`config.mk`:
```
export PLATFORM = sky130hd
export DESIGN_NAME = leaf_stream_arbiter_flat
export DESIGN_NICKNAME = d
export VERILOG_FILES = /design/src/rtl/leaf_stream_arbiter_if.sv /design/src/rtl/leaf_stream_arbiter.sv /design/src/flat_wrapper.sv
export SDC_FILE = /design/constraint.sdc
export NUM_CORES = 1
export LEC_CHECK = 0
export CORE_ASPECT_RATIO = 0.9
export CORE_MARGIN = 10
export CORE_UTILIZATION = 55
export DETAILED_ROUTE_END_ITERATION = 7
export DONT_BUFFER_PORTS = 1
export PLACE_DENSITY = 0.7
export SLEW_MARGIN = 15
export SYNTH_ARGS = -nofsm -noshare
export SYNTH_HDL_FRONTEND = slang
export SYNTH_SLANG_ARGS = --single-unit
```
`constraint.sdc`:
```
create_clock -name clk_user -period 4.8 [get_ports clk_user]
set_input_delay 0.72 -clock clk_user [delete_from_list [all_inputs] [get_ports clk_user]]
set_output_delay 0.72 -clock clk_user [all_outputs]
set_load 0.02 [all_outputs]
```
`src/rtl/leaf_stream_arbiter_if.sv`:
```
// Stream bundle between requesters, the arbiter and leaf_interface.
// master = arbiter view (drives acks and the merged output), slave = surrounding logic.
interface leaf_stream_arbiter_if #(
  parameter int PAYLOAD_BITS = 32,
  parameter int NUM_REQ      = 4,
  parameter int SRC_BITS     = 4
);
  logic [NUM_REQ*PAYLOAD_BITS-1:0] din_req;
  logic [NUM_REQ-1:0]              vld_req;
  logic [NUM_REQ-1:0]              ack_req;
  logic [PAYLOAD_BITS-1:0]         dout;
  logic                            vld_out;
  logic                            ack_out;
  logic [SRC_BITS-1:0]             src_out;

  modport master (
    input  din_req, vld_req, ack_out,
    output ack_req, dout, vld_out, src_out
  );

  modport slave (
    output din_req, vld_req, ack_out,
    input  ack_req, dout, vld_out, src_out
  );
endinterface

```
`src/rtl/leaf_stream_arbiter.sv`:
```
// Round-robin merge of NUM_REQ ap_vld/ap_ack streams onto one registered, source-tagged port.
// Optional burst lock (BURST_LEN beats per grant) is compiled in with ARB_BURST_LOCK_EN.
module leaf_stream_arbiter #(
  parameter int PAYLOAD_BITS = 32,
  parameter int NUM_REQ      = 4,
  parameter int SRC_BITS     = 4,
  parameter int BURST_LEN    = 8
) (
  input  logic                  clk_user,
  input  logic                  reset,
  leaf_stream_arbiter_if.master bus
);
  localparam int IW = $clog2(NUM_REQ);

  if (NUM_REQ < 2 || NUM_REQ > 16 || (1 << SRC_BITS) < NUM_REQ ||
      BURST_LEN < 1 || BURST_LEN > 255) begin : g_param_chk
    $error("leaf_stream_arbiter: illegal parameter combination");
  end

  logic [NUM_REQ-1:0][PAYLOAD_BITS-1:0] din_arr;
  logic [NUM_REQ-1:0]                   vld;
  assign din_arr = bus.din_req;
  assign vld     = bus.vld_req;

  logic                    out_valid;
  logic [PAYLOAD_BITS-1:0] out_data;
  logic [SRC_BITS-1:0]     out_src;
  logic [IW-1:0]           rr_ptr, rr_ptr_nxt;
  logic [IW-1:0]           rr_sel, sel;
  logic                    rr_hit, sel_hit;
  logic                    can_load, load;
  logic [IW:0]             cand;
  logic [NUM_REQ-1:0]      ack_vec;

  function automatic logic [IW-1:0] inc_ptr(input logic [IW-1:0] p);
    return (p == IW'(NUM_REQ - 1)) ? '0 : p + 1'b1;
  endfunction

  // First valid requester at or after rr_ptr, wrapping modulo NUM_REQ.
  always_comb begin
    rr_sel = '0;
    rr_hit = 1'b0;
    cand   = '0;
    for (int k = 0; k < NUM_REQ; k++) begin
      cand = {1'b0, rr_ptr} + (IW+1)'(k);
      if (cand >= (IW+1)'(NUM_REQ)) cand = cand - (IW+1)'(NUM_REQ);
      if (!rr_hit && vld[cand[IW-1:0]]) begin
        rr_hit = 1'b1;
        rr_sel = cand[IW-1:0];
      end
    end
  end

  assign can_load = !out_valid || bus.ack_out;

`ifdef ARB_BURST_LOCK_EN
  localparam int CW = $clog2(BURST_LEN + 1);

  typedef enum logic {IDLE, LOCKED} state_t;
  state_t        state, state_nxt;
  logic [IW-1:0] lock_id, lock_id_nxt;
  logic [CW-1:0] beat_cnt, beat_cnt_nxt;

  always_ff @(posedge clk_user) begin
    if (!reset) begin
      state    <= IDLE;
      lock_id  <= '0;
      beat_cnt <= '0;
    end else begin
      state    <= state_nxt;
      lock_id  <= lock_id_nxt;
      beat_cnt <= beat_cnt_nxt;
    end
  end

  always_comb begin
    state_nxt    = state;
    lock_id_nxt  = lock_id;
    beat_cnt_nxt = beat_cnt;
    rr_ptr_nxt   = rr_ptr;
    sel          = rr_sel;
    sel_hit      = rr_hit;
    if (state == LOCKED) begin
      sel     = lock_id;
      sel_hit = vld[lock_id];
    end
    load = reset && can_load && sel_hit;
    case (state)
      IDLE: begin
        if (load) begin
          if (BURST_LEN == 1) begin
            rr_ptr_nxt = inc_ptr(sel);
          end else begin
            state_nxt    = LOCKED;
            lock_id_nxt  = sel;
            beat_cnt_nxt = CW'(1);
          end
        end
      end
      LOCKED: begin
        // Holder went idle while we could have taken a word: release early.
        if (can_load && !vld[lock_id]) begin
          state_nxt    = IDLE;
          beat_cnt_nxt = '0;
          rr_ptr_nxt   = inc_ptr(lock_id);
        end else if (load) begin
          if (beat_cnt == CW'(BURST_LEN - 1)) begin
            state_nxt    = IDLE;
            beat_cnt_nxt = '0;
            rr_ptr_nxt   = inc_ptr(lock_id);
          end else begin
            beat_cnt_nxt = beat_cnt + 1'b1;
          end
        end
      end
      default: state_nxt = IDLE;
    endcase
  end
`else
  always_comb begin
    sel        = rr_sel;
    sel_hit    = rr_hit;
    load       = reset && can_load && sel_hit;
    rr_ptr_nxt = load ? inc_ptr(sel) : rr_ptr;
  end
`endif

  always_comb begin
    ack_vec = '0;
    for (int i = 0; i < NUM_REQ; i++)
      ack_vec[i] = load && (sel == IW'(i));
  end

  // Single output register; drain and refill in one cycle keep the stream bubble-free.
  always_ff @(posedge clk_user) begin
    if (!reset) begin
      out_valid <= 1'b0;
      out_data  <= '0;
      out_src   <= '0;
      rr_ptr    <= '0;
    end else begin
      if (load) begin
        out_valid <= 1'b1;
        out_data  <= din_arr[sel];
        out_src   <= SRC_BITS'(sel);
      end else if (bus.ack_out) begin
        out_valid <= 1'b0;
      end
      rr_ptr <= rr_ptr_nxt;
    end
  end

  assign bus.ack_req = ack_vec;
  assign bus.dout    = out_data;
  assign bus.vld_out = out_valid;
  assign bus.src_out = out_src;
endmodule

```
`src/flat_wrapper.sv`:
```
// flat-port wrapper written by rule: the top's interface ports become plain ports
module leaf_stream_arbiter_flat 
#(
  parameter int PAYLOAD_BITS = 32,
  parameter int NUM_REQ      = 4,
  parameter int SRC_BITS     = 4,
  parameter int BURST_LEN    = 8
)
  (clk_user, reset, bus_din_req, bus_vld_req, bus_ack_out, bus_ack_req, bus_dout, bus_vld_out, bus_src_out);
  leaf_stream_arbiter_if #(.PAYLOAD_BITS(PAYLOAD_BITS), .NUM_REQ(NUM_REQ), .SRC_BITS(SRC_BITS)) bus_i ();
  input  logic clk_user;
  input  logic reset;
  input wire logic [$bits(bus_i.din_req)-1:0] bus_din_req;
  input wire logic [$bits(bus_i.vld_req)-1:0] bus_vld_req;
  input wire logic [$bits(bus_i.ack_out)-1:0] bus_ack_out;
  output wire logic [$bits(bus_i.ack_req)-1:0] bus_ack_req;
  output wire logic [$bits(bus_i.dout)-1:0] bus_dout;
  output wire logic [$bits(bus_i.vld_out)-1:0] bus_vld_out;
  output wire logic [$bits(bus_i.src_out)-1:0] bus_src_out;
  assign bus_i.din_req = bus_din_req;
  assign bus_i.vld_req = bus_vld_req;
  assign bus_i.ack_out = bus_ack_out;
  assign bus_ack_req = bus_i.ack_req;
  assign bus_dout = bus_i.dout;
  assign bus_vld_out = bus_i.vld_out;
  assign bus_src_out = bus_i.src_out;
  leaf_stream_arbiter #(.PAYLOAD_BITS(PAYLOAD_BITS), .NUM_REQ(NUM_REQ), .SRC_BITS(SRC_BITS), .BURST_LEN(BURST_LEN)) u_core (.clk_user(clk_user), .reset(reset), .bus(bus_i));
endmodule
```
# == Word level (Yosys, flattened, before mapping) ==
# Index checks and enable logic that the tools add are counted.
# op_classes
addsub,8
magnitude_cmp,9
n_eq_ne,3
mux,25
reduce_logical,16
# ops
operator,n
binary-select mux 32 bit (select 2 bit),1
2-to-1 mux 32 bit,1
2-to-1 mux 2 bit,9
"< comparator 2 x 3 -> 1 bit, second input constant",5
2-to-1 mux 1 bit,10
"greater-or-equal comparator 3 bit, second input constant",3
logical AND 1 bit,9
binary-select mux 1 bit (select 2 bit),4
"subtractor 2 x 1 -> 2 bit, second input constant",4
"adder 2 x 2 -> 3 bit, second input constant",2
"== test 2 bit, second input constant",2
zero test 1 bit,4
"adder 2 x 1 -> 3 bit, second input constant",1
"greater-or-equal comparator 2 x 3 -> 1 bit, second input constant",1
"adder 2 x 1 -> 2 bit, second input constant",1
"== test 2 x 1 -> 1 bit, second input constant",1
zero test 2 bit,1
nonzero test 2 bit,1
logical OR 1 bit,1
# word_totals
ff_bits,37
out_inout_bits,41
elab_cells,65

# == Longest topological paths before layout ==
# Gate-level depths: netlist of run 1.
# depth
ltp_word,16
ltp_mapped,8
ltp_nobuf,5

# == Least setup slack after synthesis of run 1 ==
# Ideal clock, no wire load.
# synth_path
path_kind,input to output
startpoint,input port bus_vld_req[0]
endpoint,output port bus_ack_req[2]
t_arrival_ps,1827
required_time_ps,4080
slack_ps,2253
stages,8
cell_sequence,a21oi_2 > o21ai_2 > o2bb2a_4 > buf_6 > buf_6 > buf_6 > inv_1 > nor2_1
# synth_between
elab_chain_len,14
# synth_lines
item,line,text
start: declaration,flat_wrapper.sv:14,input wire logic [$bits(bus_i.vld_req)-1:0] bus_vld_req;
binary-select mux 1 bit (select 2 bit),leaf_stream_arbiter.sv:47,if (!rr_hit && vld[cand[IW-1:0]]) begin
2-to-1 mux 1 bit (implied by the code),leaf_stream_arbiter.sv:47,
2-to-1 mux 1 bit,leaf_stream_arbiter.sv:47,
zero test 1 bit,leaf_stream_arbiter.sv:47,
logical AND 1 bit,leaf_stream_arbiter.sv:47,
2-to-1 mux 1 bit,leaf_stream_arbiter.sv:47,
zero test 1 bit,leaf_stream_arbiter.sv:47,
logical AND 1 bit,leaf_stream_arbiter.sv:47,
2-to-1 mux 1 bit,leaf_stream_arbiter.sv:47,
zero test 1 bit,leaf_stream_arbiter.sv:47,
logical AND 1 bit,leaf_stream_arbiter.sv:47,
2-to-1 mux 2 bit or 2-to-1 mux 1 bit (tied branches),leaf_stream_arbiter.sv:47,
== test 2 bit or logical AND 1 bit (tied branches),"leaf_stream_arbiter.sv:131, leaf_stream_arbiter.sv:123",
logical AND 1 bit *,leaf_stream_arbiter.sv:131,ack_vec[i] = load && (sel == IW'(i));
end: declaration,flat_wrapper.sv:16,output wire logic [$bits(bus_i.ack_req)-1:0] bus_ack_req;
# Every way passes the cells marked *; elsewhere a longest branch is shown, timed or not. The select of a mux whose other input is x is not followed.

# == Worst setup path after layout of run 1 ==
# layout_path
startpoint,input port bus_ack_out
endpoint,output port bus_ack_req[2]
# layout_between
elab_chain_len,4
# layout_lines
item,line,text
start: declaration,flat_wrapper.sv:15,input wire logic [$bits(bus_i.ack_out)-1:0] bus_ack_out;
logical OR 1 bit,leaf_stream_arbiter.sv:54,assign can_load = !out_valid || bus.ack_out;
logical AND 1 bit (2 in series),leaf_stream_arbiter.sv:123,load = reset && can_load && sel_hit;
logical AND 1 bit,leaf_stream_arbiter.sv:131,
# No other way between the ends.

==> flow_summary_export.csv, run 1 <==
group,metric,value,unit
worst_setup_path,worst-setup-path-type,"input port to output port",
yosys,syn-mean-instance-area,9.62,um2
global_route,antenna_found_initial,0,
place,place_ws,1.73,ns
drt,postRouteAntennaNets,0,
timing,grt_setup_unrepaired,"false",
clock_network,clockBufferDepth,2,
place,dp_hpwl,5430,um
global_route,grt.total_usage,18.0,%
worst_setup_path,reg2reg_slack,2.41,ns
final_layout,layout.cells.non_filler,258,
timing,finalHoldViolCount,0,
drt,viasPerCell,6.55,
timing,worst_pin_slew,0.705,ns
floorplanning,dieArea,6800,um2
yosys,synth.distinct_cells,26,
clock_network,cts_resized,0,
drt,drt_pass1_iterations,4,
worst_setup_path,critical_path.endpoint,"bus_ack_req[2]",
global_route,grt_pass1_vias,1795,
power,max-vdd-ir-drop,0.233,mV
worst_setup_path,critPathRequiredTime,4.08,ns
power,switchingPower,312,uW
drt,vias,1690,
timing,finalMaxSlewViolations,0,
worst_setup_path,cp-end-kind,"output port",
run,maxCapViolations,0,
worst_setup_path,arrival,2.34,ns
timing,finalWorstSetupSlack,1.74,ns
worst_setup_path,r2r-end,"u_core.bus.dout[10]",
worst_setup_path,crit_path_max_incr_delay,0.62,ns
floorplanning,core,3730,um2
power,seqPwrFrac,52.0,%
timing,fin_crit_sh,63.8,%
power,p_per_area,404,nW/um2
final_layout,num_antenna_cells,0,
final_layout,fillers,332,
clock_network,post-cts-setup-buffers,0,
timing,fin_skew,0.00308,ns
power,swShare,35.4,%
timing,finalCriticalPeriod,3.06,ns
global_route,grt_max_degree,37,
worst_setup_path,crit_start,"bus_ack_out",
yosys,ys_seq_elements,37,
global_route,grt_pass1_wl,9860,um
timing,fin_setup_tns,0,ns
timing,fmax,0.327,GHz
power,power,883,uW
floorplanning,dieHeight,79.2,um
timing,slew_headroom,52.9,%
floorplanning,io_pins,176,
power,power_frac_comb,24.0,%
worst_hold_path,min_path_type,"flip-flop to flip-flop",
worst_setup_path,reg2reg_depth,6,
clock_network,cts_htree_levels,2,
drt,wirelength,6650,um
outcome,status,"complete, no violations",
place,dp.cells,251,
yosys,syn_area,2140,um2
worst_setup_path,crit_path_max_fanout,34,
clock_network,hold_buffers,0,
yosys,yosysSeqAreaShare,34.5,%
clock_network,cts_sinks,37,
drt,drtIter0Drc,66,
worst_setup_path,cp_cell_sequence,"inv_1 > a21oi_2 > nand3_2 > nor2_1",
clock_network,cts_tree,"done",
drt,route.detailed.drc,0,
worst_setup_path,cp_slowest_cell,"nand3_2",
clock_network,cts_buffers,5,
final_layout,area_delta_synth_final,1.93,%
final_layout,layout-drive-gt1-share,7.08,%
timing,hold_ws,0.550,ns
power,p_int,570,uW
worst_setup_path,reg2reg_from,"u_core.rr_ptr[1]",
floorplanning,core.rowCount,21,
yosys,ys_warn_count,0,
yosys,synthCells,223,
worst_setup_path,start_kind,"input port",
final_layout,seqCellArea,741,um2
timing,setup-violations-final,0,
place,place.gp.congestion,0.802,
final_layout,multiInputGateArea,1270,um2
worst_hold_path,worstHoldStart,"u_core.rr_ptr[0]",
clock_network,root_buffer,"clkbuf_8",
clock_network,clk_pin_slew,0.06,ns
floorplanning,die_width,85.8,um
floorplanning,start_util,57.5,%
place,io_buffers,0,
clock_network,clk-insertion-delay-late,0.28,ns
power,p_leak,0.860,nW
drt,wire_per_inst,25.8,um
global_route,overflow,0,
final_layout,final_nets,347,
power,p_clk_share,24.0,%
[power by group through the flow]
stage / combinational, mW / sequential (mW) / clock, mW
4_1_cts: 0.213 / 0.461 / 0.219
3_3_place_gp: 0.202 / 0.466 / 0
3_5_place_dp: 0.213 / 0.468 / 0
5_1_grt: 0.233 / 0.466 / 0.231
2_1_floorplan: 0.200 / 0.450 / 0
6_report: 0.212 / 0.459 / 0.212
[synth_stat cells, drive strengths merged]
cell     n  area, um2
mux2i   66        661
dfxtp   37        741
nand2   35        131
o221ai  32        280
buf     19        121
a21oi    6       37.5
inv      5       18.8
nor2     4       15.0
o21ai    3       18.8
a21boi   2       15.0
clkbuf   2       7.51
nand3    2       15.0
nor2b    2       12.5
conb     1       3.75
nand2b   1       6.26
nor4     1       6.26
o211a    1       10.0
o2bb2a   1       20.0
o32ai    1       8.76
or2      1       6.26
xor2     1       8.76
[kinds of logic (layout without fill, tap and decap cells)]
| group | Yosys count | count (layout) | synth area share [%] |
|---|---|---|---|
| mux | 66 | 66 | 30.8 |
| other cells | 1 | 2 | 0.175 |
| xor+xnor | 1 | 1 | 0.408 |
| buf+inv | 26 | 14 | 6.88 |
| simple gates | 46 | 46 | 8.99 |
| compound gates | 46 | 46 | 18.2 |
| flops | 37 | 37 | 34.5 |
[worst min path at each step]
stage	to	slack [ns]	cells past startpoint
finish	u_core.rr_ptr[0]	0.55	1
global route	u_core.rr_ptr[0]	0.56	1
CTS	u_core.rr_ptr[0]	0.56	1
detailed placement	u_core.rr_ptr[0]	0.53	1
global placement	u_core.rr_ptr[0]	0.54	1
floorplan	u_core.rr_ptr[0]	0.49	1
[flip-flops by register name, summed over array words and instances (netlist names)]
| register | count |
|---|---|
| u_core.bus.vld_out | 1 |
| u_core.bus.src_out | 2 |
| u_core.bus.dout | 32 |
| u_core.rr_ptr | 2 |
[cell type report]
type	instances	area share [%]
tap	46	2.63
multi-input combinational	161	58.0
inverter	5	0.859
timing repair buffer	2	0.687
sequential	37	33.9
clock buffer	7	3.95
[per-layer routing]
layer | vias to the layer above | wire length [um] | global-route usage (%)
met2 | 104 | 3540 | 32.8
met3 | 4 | 906 | 11.4
met1 | 778 | 2160 | 16.6
met5 | - | 0 | 0
li1 | 804 | - | -
met4 | 0 | 48 | 4.11
[placed cells by master (no fill, tap or decap), types with 2 or more instances in the layout]
| cell type | n |
|---|---|
| nand2_1 | 35 |
| a21boi_0 | 2 |
| o221ai_1 | 32 |
| o21ai_0 | 2 |
| dfxtp_1 | 37 |
| inv_1 | 5 |
| mux2i_1 | 66 |
| nor2_1 | 4 |
| conb_1 | 2 |
| a21oi_1 | 4 |
| clkbuf_8 | 6 |
| buf_4 | 2 |
| a21oi_2 | 2 |
[per-stage QoR]
step / utilization (%) / instance area [um2]
6_report: 58.6 / 2190
2_1_floorplan: - / 2150
5_1_grt: 58.6 / 2190
3_3_place_gp: 56.1 / 2090
4_1_cts: 58.5 / 2180
3_5_place_dp: 56.1 / 2090
[critical path, delay by kind of cell]
family          cells  cell delay, ns
simple gates        2            1.18
compound gates      1            0.40
buf+inv             1            0.04
(Power assumes the default switching activity.)
==> run 2, diff against run 1 <==
--- a/config.mk
+++ b/config.mk
@@ -10,7 +10,7 @@
 export CORE_UTILIZATION = 55
 export DETAILED_ROUTE_END_ITERATION = 7
 export DONT_BUFFER_PORTS = 1
-export PLACE_DENSITY = 0.7
+export PLACE_DENSITY = 0.73
 export SLEW_MARGIN = 15
 export SYNTH_ARGS = -nofsm -noshare
 export SYNTH_HDL_FRONTEND = slang
==> constraint.sdc (replaced) <==
create_clock -name clk_user -period 2.5 [get_ports clk_user]
set_input_delay 0.375 -clock clk_user [delete_from_list [all_inputs] [get_ports clk_user]]
set_output_delay 0.375 -clock clk_user [all_outputs]
set_load 0.02 [all_outputs]
==> run 2 against run 1 <==
Net effect:
- clock-buffer cell count unchanged
- sequential share of layout area fell by 1.2 points
- largest power group unchanged
- largest cell class unchanged
- utilization rose by 2.1 points
==> flow_summary_export.csv, run 2 (same netlist as run 1, synthesis figures left out) <==
group,metric,value,unit
outcome,status,"complete, no violations",
worst_setup_path,critPathRequiredTime,2.12,ns
global_route,overflow,0,
drt,drt_pass1_iterations,4,
worst_setup_path,arrival,1.96,ns
place,place_ws,0.437,ns
power,power_frac_comb,24.3,%
timing,setup-violations-final,0,
worst_setup_path,crit_family,"simple AND/OR/NAND/NOR gates",
timing,finalMaxSlewViolations,0,
worst_hold_path,min_path_type,"input port to flip-flop",
timing,fin_setup_tns,0,ns
drt,viasPerCell,6.51,
power,swShare,34.9,%
timing,finalCriticalPeriod,2.34,ns
timing,fin_skew,0.00545,ns
timing,worst_pin_slew,0.565,ns
worst_hold_path,worstHoldStart,"reset",
worst_setup_path,cp_slowest_cell,"dfxtp_1",
timing,finalHoldViolCount,0,
drt,route.detailed.drc,0,
final_layout,layout-drive-gt1-share,11.7,%
clock_network,cts_sinks,37,
global_route,grt_pass1_vias,1925,
worst_setup_path,cp-end-kind,"output port",
timing,fmax,0.428,GHz
worst_setup_path,crit_path_max_incr_delay,0.46,ns
run,maxCapViolations,0,
floorplanning,dieArea,6800,um2
floorplanning,start_util,57.5,%
drt,postRouteAntennaNets,0,
worst_setup_path,worst-setup-path-type,"flip-flop to output port",
place,place.gp.congestion,0.765,
power,max-vdd-ir-drop,0.413,mV
floorplanning,dieHeight,79.2,um
drt,wire_per_inst,24.4,um
clock_network,clk_pin_slew,0.07,ns
power,p_leak,0.912,nW
timing,grt_setup_unrepaired,"false",
place,io_buffers,0,
timing,slew_headroom,62.4,%
clock_network,clk-insertion-delay-late,0.28,ns
worst_setup_path,critical_path.endpoint,"bus_ack_req[2]",
final_layout,final_common_cell,"mux2i_1",
clock_network,cts_resized,0,
final_layout,num_antenna_cells,0,
final_layout,most-common-layout-cells,"mux2i_1, dfxtp_1, nand2_1",
worst_setup_path,start_kind,"flip-flop",
timing,fin_crit_sh,93.5,%
final_layout,final_nets,356,
global_route,grt.total_usage,17.6,%
global_route,antenna_found_initial,0,
worst_setup_path,reg2reg_depth,6,
worst_setup_path,reg2reg_slack,0.45,ns
clock_network,root_buffer,"clkbuf_8",
final_layout,fillers,322,
worst_setup_path,cp_cell_sequence,"mux2i_1 > o32ai_1 > or2_2 > nand3_2 > nor2_1 > buf_4",
worst_setup_path,path_depth,6,
final_layout,largest_reg_flops,32,
worst_setup_path,reg2reg_from,"u_core.rr_ptr[1]",
power,switchingPower,612,uW
final_layout,area_delta_synth_final,5.54,%
worst_setup_path,cp_num_buf_inv,1,
clock_network,hold_buffers,0,
floorplanning,core,3730,um2
drt,drtIter0Drc,46,
drt,vias,1745,
floorplanning,io_pins,176,
drt,wirelength,6550,um
power,seqPwrFrac,50.2,%
timing,finalWorstSetupSlack,0.163,ns
power,power,1.75,mW
global_route,grt_pass1_wl,9900,um
clock_network,clockBufferDepth,2,
power,p_clk_share,25.5,%
clock_network,cts_buffers,5,
clock_network,post-cts-setup-buffers,0,
worst_setup_path,r2r-end,"u_core.bus.dout[15]",
place,dp_hpwl,5500,um
floorplanning,core.rowCount,21,
worst_setup_path,crit_start,"u_core.rr_ptr[1]",
worst_setup_path,crit_path_max_fanout,16,
clock_network,cts_htree_levels,2,
power,p_int,1.14,mW
floorplanning,die_width,85.8,um
power,p_per_area,774,nW/um2
global_route,grt_max_degree,37,
clock_network,cts_tree,"done",
run 2: changes by cell type in the layout (fill, tap and decap cells not counted), sizes merged:
cell	delta
buf	+9
clkinv	+1
run 2: final cells by class:
class | count | area (um2) | share of cell area [%]
Clock buffer | 7 | 96.3 | 4.26
Clock inverter | 1 | 5.00 | 0.221
Inverter | 5 | 18.8 | 0.829
Multi-Input combinational cell | 161 | 1260 | 55.8
Sequential cell | 37 | 741 | 32.7
Tap cell | 46 | 57.6 | 2.54
Timing Repair Buffer | 11 | 82.6 | 3.65
run 2: worst min path at each step:
stage,endpoint,cells after the start
final,u_core.rr_ptr[0],1
after global routing,u_core.rr_ptr[0],1
after CTS,u_core.bus.src_out[1],1
after detailed placement,u_core.bus.src_out[1],1
after global placement,u_core.bus.src_out[1],1
after floorplan,u_core.rr_ptr[0],1
run 2: through the flow:
stage               instance area, um2  util [%]  std cells  hold slack (ns)
floorplan                         2150         -        224            0.494
global placement                  2160      57.9        260            0.509
detailed placement                2160      57.9        260            0.510
CTS                               2260      60.7        268            0.212
global route                      2260      60.7        268            0.215
finish                            2260      60.7        268            0.225
run 2: layer usage:
layer / GRT usage, % / part of all wire (%)
met5: 0 / 0
met1: 18.1 / 36
met3: 8.78 / 12
met4: 5.59 / 1.4
met2: 30.6 / 51
run 2: power by group through the flow:
stage | Sequential, mW | Combinational, mW | Clock [mW]
2_1_floorplan | 0.863 | 0.383 | 0
3_3_place_gp | 0.893 | 0.405 | 0
3_5_place_dp | 0.894 | 0.430 | 0
4_1_cts | 0.882 | 0.429 | 0.460
5_1_grt | 0.891 | 0.466 | 0.479
6_report | 0.879 | 0.426 | 0.447
==> run 3, diff against run 2 <==
--- a/config.mk
+++ b/config.mk
@@ -8,9 +8,11 @@
 export CORE_ASPECT_RATIO = 0.9
 export CORE_MARGIN = 10
 export CORE_UTILIZATION = 55
+export CTS_CLUSTER_SIZE = 16
 export DETAILED_ROUTE_END_ITERATION = 7
 export DONT_BUFFER_PORTS = 1
 export PLACE_DENSITY = 0.73
+export SETUP_SLACK_MARGIN = 0.3
 export SLEW_MARGIN = 15
 export SYNTH_ARGS = -nofsm -noshare
 export SYNTH_HDL_FRONTEND = slang
==> run 3 against run 2 <==
Net effect:
- sequential cell count is the same
- clock-buffer cell count stayed put
- clock power about the same
- global-route usage is 0.11 points higher
- die area is the same
- fmax increased by 12%
- utilization is 1.8 points higher
- via count is 1.1% higher
- design area increased by 2.9%
- worst hold slack got worse by 0.0053 ns
- sequential power hardly changed
- cell count increased by 1.9%
- critical path type unchanged
==> flow_summary_export.csv, run 3 (same netlist as run 1, synthesis figures left out) <==
group,metric,value,unit
outcome,status,"complete, no violations",
worst_setup_path,path_depth,6,
clock_network,hold_buffers,0,
worst_setup_path,start_kind,"flip-flop",
worst_setup_path,cp-end-kind,"output port",
worst_setup_path,cp_slowest_cell,"dfxtp_2",
place,io_buffers,0,
power,max-vdd-ir-drop,0.420,mV
power,seqPwrFrac,49.5,%
worst_hold_path,hold_depth,2,
floorplanning,die_width,85.8,um
clock_network,clk_pin_slew,0.07,ns
clock_network,clk-insertion-delay-late,0.28,ns
worst_setup_path,worst-setup-path-type,"flip-flop to output port",
drt,drtIter0Drc,52,
drt,postRouteAntennaNets,0,
power,p_int,1.16,mW
final_layout,layout-drive-gt1-share,14.5,%
worst_setup_path,cp_cell_sequence,"mux2i_1 > o32ai_1 > or2_2 > nand3_4 > nor2_1 > buf_4",
worst_setup_path,critPathRequiredTime,2.12,ns
global_route,overflow,0,
power,switchingPower,621,uW
clock_network,cts_htree_levels,2,
timing,fin_skew,0.00831,ns
global_route,antenna_found_initial,0,
power,p_leak,0.941,nW
worst_setup_path,cp_num_buf_inv,1,
worst_hold_path,min_path_type,"input port to flip-flop",
floorplanning,start_util,57.5,%
timing,finalHoldViolCount,0,
final_layout,final_common_cell,"mux2i_1",
floorplanning,core,3730,um2
worst_setup_path,crit_family,"simple AND/OR/NAND/NOR gates",
clock_network,cts_buffers,5,
timing,worst_pin_slew,0.728,ns
timing,finalCriticalPeriod,2.09,ns
worst_setup_path,crit_path_max_fanout,10,
timing,grt_setup_unrepaired,"true",
timing,fmax,0.478,GHz
global_route,grt_pass1_wl,9940,um
clock_network,cts_tree,"done",
global_route,grt_max_degree,37,
power,swShare,35.0,%
clock_network,clockBufferDepth,2,
power,p_clk_share,25.3,%
drt,wirelength,6680,um
timing,fin_setup_tns,0,ns
drt,drt_pass1_iterations,4,
timing,setup-violations-final,0,
floorplanning,dieHeight,79.2,um
drt,viasPerCell,6.47,
power,p_per_area,763,nW/um2
worst_setup_path,crit_path_max_incr_delay,0.40,ns
timing,finalMaxSlewViolations,0,
drt,route.detailed.drc,0,
final_layout,fillers,313,
floorplanning,io_pins,176,
floorplanning,core.rowCount,21,
clock_network,root_buffer,"clkbuf_8",
timing,slew_headroom,51.0,%
run,maxCapViolations,0,
final_layout,num_antenna_cells,0,
worst_setup_path,reg2reg_depth,6,
global_route,grt.total_usage,17.7,%
drt,vias,1765,
place,dp_hpwl,5500,um
global_route,grt_pass1_vias,1928,
power,power_frac_comb,25.2,%
worst_setup_path,arrival,1.72,ns
drt,wire_per_inst,24.5,um
clock_network,cts_sinks,37,
final_layout,postLayoutCoreUtil,62.4,%
final_layout,final_nets,361,
place,place.gp.congestion,0.765,
final_layout,largest_reg_flops,32,
final_layout,area_delta_synth_final,8.63,%
floorplanning,dieArea,6800,um2
timing,fin_crit_sh,83.6,%
final_layout,most-common-layout-cells,"mux2i_1, dfxtp_1, nand2_1",
## run 3: what timing repair did
action | 4_1_cts | 5_1_grt
endpoints found under the hold margin | 0 | 0
pin swaps | 0 | 2
setup endpoints to repair | 3 | 4
buffers inserted | 0 | 5
resized for setup | 2 | 4
## run 3: cell type report
cell class | count | area [um2] | share of cell area (%)
Timing Repair Buffer | 16 | 128 | 5.48
Clock buffer | 7 | 96.3 | 4.14
Inverter | 5 | 18.8 | 0.806
Multi-Input combinational cell | 161 | 1280 | 55.0
Sequential cell | 37 | 742 | 31.8
Tap cell | 46 | 57.6 | 2.47
Clock inverter | 1 | 5.00 | 0.215
## run 3: final timing paths
path	start	to	slack, ns
max	u_core.rr_ptr[1]	bus_ack_req[2]	0.41
min	reset	u_core.rr_ptr[1]	0.22
max reg2reg	u_core.rr_ptr[0]	u_core.bus.dout[15]	0.46
min reg2reg	u_core.rr_ptr[0]	u_core.rr_ptr[0]	0.54
## run 3: per-layer routing
layer | GRT usage [%] | share of wire, %
met1 | 18.3 | 35
met4 | 5.59 | 1.2
met3 | 8.78 | 12
met5 | 0 | 0
met2 | 30.8 | 52
## run 3: power groups by stage
stage / Combinational [mW] / Sequential (mW) / Clock, mW
6_report: 0.447 / 0.880 / 0.449
3_3_place_gp: 0.405 / 0.893 / 0
5_1_grt: 0.488 / 0.893 / 0.479
4_1_cts: 0.431 / 0.883 / 0.460
3_5_place_dp: 0.430 / 0.894 / 0
2_1_floorplan: 0.383 / 0.863 / 0
## run 3: through the flow
| stage | instances | hold WS (ns) | power, mW | setup slack (ns) | instance area [um2] |
|---|---|---|---|---|---|
| floorplan | 224 | 0.494 | 1.25 | 0.589 | 2150 |
| global placement | 260 | 0.509 | 1.30 | 0.568 | 2160 |
| detailed placement | 260 | 0.510 | 1.32 | 0.437 | 2160 |
| CTS | 268 | 0.211 | 1.77 | 0.309 | 2270 |
| global route | 273 | 0.216 | 1.86 | 0.295 | 2330 |
| finish | 273 | 0.219 | 1.78 | 0.410 | 2330 |
